===== src/rtl/vc_arbiter_pkg.sv =====
// rtl/vc_arbiter_pkg.sv - shared encodings and constants for the VC pop arbiter
package vc_arbiter_pkg;

  typedef enum logic [1:0] {
    ARB_IDLE   = 2'd0,
    ARB_SERVE0 = 2'd1,
    ARB_SERVE1 = 2'd2
  } arb_state_e;

  localparam int STARVE_LIMIT_DEF = 8;

  localparam int VC0 = 0;
  localparam int VC1 = 1;

endpackage


===== src/rtl/vc_arbiter_if.sv =====
// rtl/vc_arbiter_if.sv - FIFO status and pop strobes between arbiter and VC/D FIFOs
interface vc_arbiter_if;

  logic vc0_empty;
  logic vc1_empty;
  logic d0_pause;
  logic d1_pause;
  logic pop_VC0;
  logic pop_VC1;

  modport master (
    input  vc0_empty,
    input  vc1_empty,
    input  d0_pause,
    input  d1_pause,
    output pop_VC0,
    output pop_VC1
  );

  modport slave (
    output vc0_empty,
    output vc1_empty,
    output d0_pause,
    output d1_pause,
    input  pop_VC0,
    input  pop_VC1
  );

endinterface


===== src/rtl/vc_wait_counter.sv =====
// rtl/vc_wait_counter.sv - saturating wait counter flagging a starved VC
module vc_wait_counter
  import vc_arbiter_pkg::*;
#(
  parameter int LIMIT = STARVE_LIMIT_DEF
) (
  input  logic clk,
  input  logic reset,
  input  logic clr,
  input  logic inc,
  output logic hit
);

  localparam int W = $clog2(LIMIT + 1);
  localparam logic [W-1:0] LIM = W'(LIMIT);

  logic [W-1:0] cnt_q;
  logic [W-1:0] cnt_d;

  always_comb begin
    cnt_d = cnt_q;
    if (clr) begin
      cnt_d = '0;
    end else if (inc && (cnt_q != LIM)) begin
      cnt_d = cnt_q + W'(1);
    end
  end

  always_ff @(posedge clk or negedge reset) begin
    if (!reset) begin
      cnt_q <= '0;
    end else begin
      cnt_q <= cnt_d;
    end
  end

  assign hit = (cnt_q == LIM);

endmodule


===== src/rtl/vc_arbiter.sv =====
// rtl/vc_arbiter.sv - weighted round-robin scheduler popping VC0/VC1 into the D0/D1 path
module vc_arbiter
  import vc_arbiter_pkg::*;
#(
  parameter int WEIGHT_W     = 4,
  parameter int STARVE_LIMIT = STARVE_LIMIT_DEF,
  parameter int CNT_W        = 8
) (
  input  logic                clk,
  input  logic                reset,
  input  logic                enable,
  input  logic [WEIGHT_W-1:0] weight_vc0,
  input  logic [WEIGHT_W-1:0] weight_vc1,
  vc_arbiter_if.master        vc,
  output logic [1:0]          arb_state,
  output logic                starve_evt,
  output logic [CNT_W-1:0]    pops_vc0,
  output logic [CNT_W-1:0]    pops_vc1
);

  arb_state_e          state_q, state_d;
  logic [WEIGHT_W-1:0] burst_q, burst_d;
  logic [WEIGHT_W-1:0] w0_q, w0_d;
  logic [WEIGHT_W-1:0] w1_q, w1_d;
  logic                starve_q, starve_d;
  logic [CNT_W-1:0]    pops0_q, pops0_d;
  logic [CNT_W-1:0]    pops1_q, pops1_d;

  logic                blk;
  logic                pop0, pop1;
  logic [1:0]          hit, inc, clr;
  logic                serving1;
  logic                cur_empty, oth_empty, oth_hit;
  logic [WEIGHT_W-1:0] cur_w, burst_inc;
  arb_state_e          oth_state;

  assign blk       = vc.d0_pause | vc.d1_pause;
  assign serving1  = (state_q == ARB_SERVE1);
  assign cur_empty = serving1 ? vc.vc1_empty : vc.vc0_empty;
  assign oth_empty = serving1 ? vc.vc0_empty : vc.vc1_empty;
  assign cur_w     = serving1 ? w1_q : w0_q;
  assign oth_hit   = serving1 ? hit[VC0] : hit[VC1];
  assign oth_state = serving1 ? ARB_SERVE0 : ARB_SERVE1;
  assign burst_inc = burst_q + WEIGHT_W'(1);

  always_ff @(posedge clk or negedge reset) begin
    if (!reset) begin
      state_q  <= ARB_IDLE;
      burst_q  <= '0;
      w0_q     <= WEIGHT_W'(1);
      w1_q     <= WEIGHT_W'(1);
      starve_q <= 1'b0;
      pops0_q  <= '0;
      pops1_q  <= '0;
    end else begin
      state_q  <= state_d;
      burst_q  <= burst_d;
      w0_q     <= w0_d;
      w1_q     <= w1_d;
      starve_q <= starve_d;
      pops0_q  <= pops0_d;
      pops1_q  <= pops1_d;
    end
  end

  always_comb begin
    state_d  = state_q;
    burst_d  = burst_q;
    w0_d     = w0_q;
    w1_d     = w1_q;
    starve_d = 1'b0;
    case (state_q)
      ARB_IDLE: begin
        if (enable && !(vc.vc0_empty && vc.vc1_empty)) begin
          state_d = vc.vc0_empty ? ARB_SERVE1 : ARB_SERVE0;
          burst_d = '0;
          w0_d    = (weight_vc0 == '0) ? WEIGHT_W'(1) : weight_vc0;
          w1_d    = (weight_vc1 == '0) ? WEIGHT_W'(1) : weight_vc1;
        end
      end
      ARB_SERVE0, ARB_SERVE1: begin
        // Starvation preemption wins even while D0/D1 are paused.
        if (enable && oth_hit && !oth_empty) begin
          state_d  = oth_state;
          burst_d  = '0;
          starve_d = 1'b1;
        end else if (!enable) begin
          state_d = ARB_IDLE;
        end else if (blk) begin
          state_d = state_q;
        end else if (cur_empty && oth_empty) begin
          state_d = ARB_IDLE;
        end else if (cur_empty) begin
          state_d = oth_state;
          burst_d = '0;
        end else if (burst_inc == cur_w) begin
          burst_d = '0;
          if (!oth_empty) begin
            state_d = oth_state;
          end
        end else begin
          burst_d = burst_inc;
        end
      end
      default: state_d = ARB_IDLE;
    endcase
  end

  always_comb begin
    pop0    = enable & ~blk & (state_q == ARB_SERVE0) & ~vc.vc0_empty;
    pop1    = enable & ~blk & (state_q == ARB_SERVE1) & ~vc.vc1_empty;
    pops0_d = pops0_q + CNT_W'(pop0);
    pops1_d = pops1_q + CNT_W'(pop1);
  end

  assign inc[VC0] = enable & ~vc.vc0_empty & (state_q != ARB_SERVE0);
  assign inc[VC1] = enable & ~vc.vc1_empty & (state_q != ARB_SERVE1);
  assign clr[VC0] = (state_d == ARB_SERVE0) & (state_q != ARB_SERVE0);
  assign clr[VC1] = (state_d == ARB_SERVE1) & (state_q != ARB_SERVE1);

  vc_wait_counter #(.LIMIT(STARVE_LIMIT)) u_wait_vc0 (
    .clk   (clk),
    .reset (reset),
    .clr   (clr[VC0]),
    .inc   (inc[VC0]),
    .hit   (hit[VC0])
  );

  vc_wait_counter #(.LIMIT(STARVE_LIMIT)) u_wait_vc1 (
    .clk   (clk),
    .reset (reset),
    .clr   (clr[VC1]),
    .inc   (inc[VC1]),
    .hit   (hit[VC1])
  );

  assign vc.pop_VC0 = pop0;
  assign vc.pop_VC1 = pop1;
  assign arb_state  = state_q;
  assign starve_evt = starve_q;
  assign pops_vc0   = pops0_q;
  assign pops_vc1   = pops1_q;

endmodule


===== src/flat_wrapper.sv =====
// flat-port wrapper written by rule: the top's interface ports become plain ports
module vc_arbiter_flat import vc_arbiter_pkg::*;
#(
  parameter int WEIGHT_W     = 4,
  parameter int STARVE_LIMIT = STARVE_LIMIT_DEF,
  parameter int CNT_W        = 8
)
  (clk, reset, enable, weight_vc0, weight_vc1, arb_state, starve_evt, pops_vc0, pops_vc1, vc_vc0_empty, vc_vc1_empty, vc_d0_pause, vc_d1_pause, vc_pop_VC0, vc_pop_VC1);
  vc_arbiter_if vc_i ();
  input  logic clk;
  input  logic reset;
  input  logic enable;
  input  logic [WEIGHT_W-1:0] weight_vc0;
  input  logic [WEIGHT_W-1:0] weight_vc1;
  output logic [1:0] arb_state;
  output logic starve_evt;
  output logic [CNT_W-1:0] pops_vc0;
  output logic [CNT_W-1:0] pops_vc1;
  input wire logic [$bits(vc_i.vc0_empty)-1:0] vc_vc0_empty;
  input wire logic [$bits(vc_i.vc1_empty)-1:0] vc_vc1_empty;
  input wire logic [$bits(vc_i.d0_pause)-1:0] vc_d0_pause;
  input wire logic [$bits(vc_i.d1_pause)-1:0] vc_d1_pause;
  output wire logic [$bits(vc_i.pop_VC0)-1:0] vc_pop_VC0;
  output wire logic [$bits(vc_i.pop_VC1)-1:0] vc_pop_VC1;
  assign vc_i.vc0_empty = vc_vc0_empty;
  assign vc_i.vc1_empty = vc_vc1_empty;
  assign vc_i.d0_pause = vc_d0_pause;
  assign vc_i.d1_pause = vc_d1_pause;
  assign vc_pop_VC0 = vc_i.pop_VC0;
  assign vc_pop_VC1 = vc_i.pop_VC1;
  vc_arbiter #(.WEIGHT_W(WEIGHT_W), .STARVE_LIMIT(STARVE_LIMIT), .CNT_W(CNT_W)) u_core (.clk(clk), .reset(reset), .enable(enable), .weight_vc0(weight_vc0), .weight_vc1(weight_vc1), .vc(vc_i), .arb_state(arb_state), .starve_evt(starve_evt), .pops_vc0(pops_vc0), .pops_vc1(pops_vc1));
endmodule

===== config.mk =====
export PLATFORM = sky130hd
export DESIGN_NAME = vc_arbiter_flat
export DESIGN_NICKNAME = d
export VERILOG_FILES = /design/src/rtl/vc_arbiter_pkg.sv /design/src/rtl/vc_arbiter_if.sv /design/src/rtl/vc_wait_counter.sv /design/src/rtl/vc_arbiter.sv /design/src/flat_wrapper.sv
export SDC_FILE = /design/constraint.sdc
export NUM_CORES = 1
export LEC_CHECK = 0
export ABC_AREA = 1
export CAP_MARGIN = 10
export CORE_UTILIZATION = 60
export CTS_BUF_LIST = sky130_fd_sc_hd__clkbuf_4 sky130_fd_sc_hd__clkbuf_8 sky130_fd_sc_hd__clkbuf_16
export CTS_CLUSTER_DIAMETER = 150
export DETAILED_ROUTE_END_ITERATION = 8
export DONT_BUFFER_PORTS = 1
export GPL_TIMING_DRIVEN = 0
export PLACE_DENSITY = 0.76
export SYNTH_ARGS = -nofsm -noshare
export SYNTH_HDL_FRONTEND = slang
export SYNTH_SLANG_ARGS = --single-unit

===== constraint.sdc =====
create_clock -name clk -period 2.5 [get_ports clk]
set_input_delay 0.375 -clock clk [delete_from_list [all_inputs] [get_ports clk]]
set_output_delay 0.375 -clock clk [all_outputs]
set_load 0.02 [all_outputs]

==> metrics.csv <==
stage;metric;value;unit
status;status;finished, final reports clean;
timing;Slew headroom;72.3;%
power_and_ir_drop;Sw Pwr;0.00110;W
yosys;Cell Area, Synth;2330;µm²
power_and_ir_drop;Peak supply drop;0.639;mV
setup_path;Crit path max-delay family;simple AND/OR/NAND/NOR gates;
cts;Sink Count;39;
power_and_ir_drop;sequential share of power;39.2;%
yosys;largest area contributor in the netlist;dfrtp_1;
yosys;ys flop type;dfrtp_1;
timing;WHS;0.248;ns
setup_path;crit path max fanout;8;
timing;clk_skew;0.00826;ns
worst_hold_path;hold path start;weight_vc1[2];
detailed_routing;DR WL/cell;13.1;µm
place;routability cong.;0.825;
power_and_ir_drop;Leak Pwr;1.39;nW
timing;period utilization;97.0;%
yosys;Adder-Cell Fraction of Synth Area;6.99;%
cells_and_area;fillers;278;
cts;clock-pin slew of the registers on the worst-case setup and hold paths;0.07;ns
cts;Clk Latency, worst-skew pair;0.29;ns
cts;CTS tree;yes;
yosys;post-synth net total;318;
cells_and_area;Post-layout nets;331;
yosys;YS warnings;0;
timing;worst slew pin tran;0.412;ns
detailed_routing;drt first pass iters;4;
detailed_routing;DR vias;1886;
setup_path;max incr delay on CP;0.50;ns
setup_path;crit path cell chain;inv_2 -> ha_4 -> inv_2 -> buf_8 -> or2_4 -> nor3_4 -> ha_4 -> buf_4 -> ha_4 -> nand3_2 -> nor2_2 -> xor2_1;
power_and_ir_drop;clock share of power;19.7;%
setup_path;r2r endpoint;u_core.pops_vc1[6];
grt;GRT Resource Usage Total;24.7;%
cells_and_area;share of layout cells above drive strength 1;19.4;%
setup_path;FF-to-FF Start;u_core.arb_state[0];
yosys;count leader, synth;nand2_1;
yosys;Post-Synthesis Cells;290;
cells_and_area;Area growth syn-to-layout;14.6;%
setup_path;R2R depth;12;
setup_path;Setup crit end kind;register;
yosys;Post-Synth Simple-Gate Area;28.8;%
cts;CTS max path bufs;2;
grt;global-route wire length before repair;7810;µm
die;Die Ht;64.3;µm
grt;total grt overflow;0;
yosys;post-synthesis compound-gate area fraction;6.13;%
grt;vias in the first global route;1796;
setup_path;Worst Path Required;2.72;ns
die;Initial Utilization;63.1;%
yosys;top cells by count, synth;67 x nand2_1, 47 x inv_1, 37 x dfrtp_1;
yosys;largest family of logic cells by synthesized area;simple AND/OR/NAND/NOR gates;
die;Ports;36;
setup_path;Slowest-stage cell, CP;dfrtp_2;
detailed_routing;Routed WL;4630;µm
power_and_ir_drop;Power Internal;0.00154;W
worst_hold_path;Hold Crit Endpoint;u_core.w1_q[2];
die;Placement Rows;22;
cells_and_area;number of diodes;0;
setup_path;CP most frequent cell;ha_4;
timing;Final Max Tran Viols;0;
cts;CTS H-tree depth;2;
yosys;fraction of synthesized area in multiplexers;0;%
power_and_ir_drop;pwr dens;990;nW/µm²
yosys;xor/xnor share of the synthesized area;6.78;%
setup_path;Worst Path Arrival;2.65;ns
setup_path;Setup CP Type;register to register;
cts;Num CTS Buffers;5;
detailed_routing;DR vias/cell;5.36;
power_and_ir_drop;Comb pwr share;41.1;%
timing;fmax;0.412;GHz
die;die footprint;4130;µm²
cts;root buffer cell;clkbuf_8;
die;core area;3690;µm²
place;I/O Buffers;0;
grt;pin count of the biggest net entering global routing;40;
timing;final hold vios;0;
yosys;distinct cell type count after synthesis;32;
worst_hold_path;Hold Crit Depth;2;
detailed_routing;DRC;0;
detailed_routing;ANT nets after route;0;
timing;post-layout min period;2.42;ns
setup_path;r2r setup slk;0.08;ns
timing;setup violators final;0;
setup_path;Startpoint Class;register;
yosys;Yosys reg bits;39;
yosys;Synth Area per Inst;8.02;µm²
detailed_routing;Initial DRC Count;95;
cells_and_area;post-layout util;72.3;%
setup_path;Worst Path Buf+Inv;4;
yosys;top-area cell type share of the netlist area;39.8;%
worst_hold_path;HP Class;input pin to register;
yosys;Post-synth ARST share;100;%
yosys;sequential cell area fraction in the yosys report;42.1;%
power_and_ir_drop;Switching Share;41.8;%
yosys;synth top area cells;dfrtp_1 40%, nand2_1 11%, inv_1 7.6%;
yosys;number of synthesized flops with an enable pin;0;
die;Die W;64.3;µm
run;Max Cap Viol;0;
place;Detail Placement HPWL;3250;µm
grt;initial antenna violation count;0;
power by group through the flow:
stage	Sequential [W]	Combinational [W]	Clock [W]
after floorplan	0.000981	0.000831	0
after global placement	0.00103	0.000954	0
after detailed placement	0.00103	0.000980	0
after CTS	0.00103	0.00103	0.000533
after global routing	0.00106	0.00125	0.000560
final	0.00104	0.00108	0.000519
placed cells by master, fill, tap and decap left out, drive strengths merged, types with 7 or more instances in the layout:
cell type / n
nand3: 21
o21ai: 18
nor2: 28
xor2: 15
dfrtp: 37
inv: 49
ha: 13
nand4: 8
clkbuf: 7
nand2: 76
buf: 8
metal layers:
layer  wire [µm]  vias up  global-route usage [%]
met1        1930      889                    31.0
met3         327        9                    6.61
met5           0        -                       0
met2        2280       55                    41.2
li1            -      933                       -
met4          87        0                    8.06
area by class of cell:
cell class	instances	area, µm²	share of cell area, %
Inverter	50	188	7.04
Buffer	4	31.3	1.17
Clock inverter	2	37.5	1.41
Tap cell	48	60.1	2.25
Clock buffer	6	76.3	2.86
Timing Repair Buffer	6	60.1	2.25
Sequential cell	39	981	36.8
Multi-Input combinational cell	197	1230	46.2
repair_timing:
| action | CTS | global route |
|---|---|---|
| cloned | 0 | 0 |
| hold buffers | 2 | 0 |
| setup buffers | 2 | 2 |
| pin swaps | 5 | 7 |
| endpoints found under the setup margin | 14 | 13 |
| resized for setup | 16 | 4 |
| endpoints found under the hold margin | 39 | 0 |
state kept, by name (all words and copies together) (netlist names):
name / count
u_core.burst_q: 4
u_core.u_wait_vc1.cnt_q: 4
u_core.starve_evt: 1
u_core.arb_state: 2
u_core.w1_q: 4
u_core.u_wait_vc0.cnt_q: 4
u_core.pops_vc1: 8
u_core.pops_vc0: 8
u_core.w0_q: 4
stage by stage:
stage               cells  instance area, µm²   TNS, ns  setup slack (ns)  total power, W
global placement      338                2400    -0.897            -0.310         0.00198
detailed placement    338                2400     -1.42            -0.370         0.00201
finish                352                2670         0            0.0751         0.00264
CTS                   350                2630  -0.00505          -0.00505         0.00259
global route          352                2670   -0.0941           -0.0209         0.00286
floorplan             290                2340   -0.0326           -0.0326         0.00181
how the worst max path moves through the flow:
stage                                   start                    endpoint  depth (start not counted)
after floorplan           u_core.arb_state[0]          u_core.pops_vc1[7]                         11
after global placement    u_core.arb_state[0]          u_core.pops_vc1[7]                         11
after detailed placement  u_core.arb_state[0]          u_core.pops_vc1[7]                         11
after CTS                 u_core.arb_state[0]          u_core.pops_vc1[7]                         11
after global routing      u_core.arb_state[0]  u_core.u_wait_vc1.cnt_q[3]                         20
final                     u_core.arb_state[0]          u_core.pops_vc1[6]                         12
worst reg2reg max path, delay by kind of cell, from the launching register on:
kind	cells	cell delay (ns)
flip-flops	1	0.50
AND/OR/NAND/NOR	4	0.79
adder cells (fa/ha/maj)	3	0.52
buffers and inverters	4	0.43
XOR/XNOR	1	0.14
cells by family (layout without fill, tap and decap cells):
group / count (synthesis) / count (layout)
buffers and inverters: 54 / 68
DFF: 39 / 39
adders and majority gates: 13 / 13
and+or+nand+nor: 140 / 140
xor gates and xnor gates: 18 / 18
AOI/OAI and AO/OA: 26 / 26
Power figures use the tool's default switching activity.
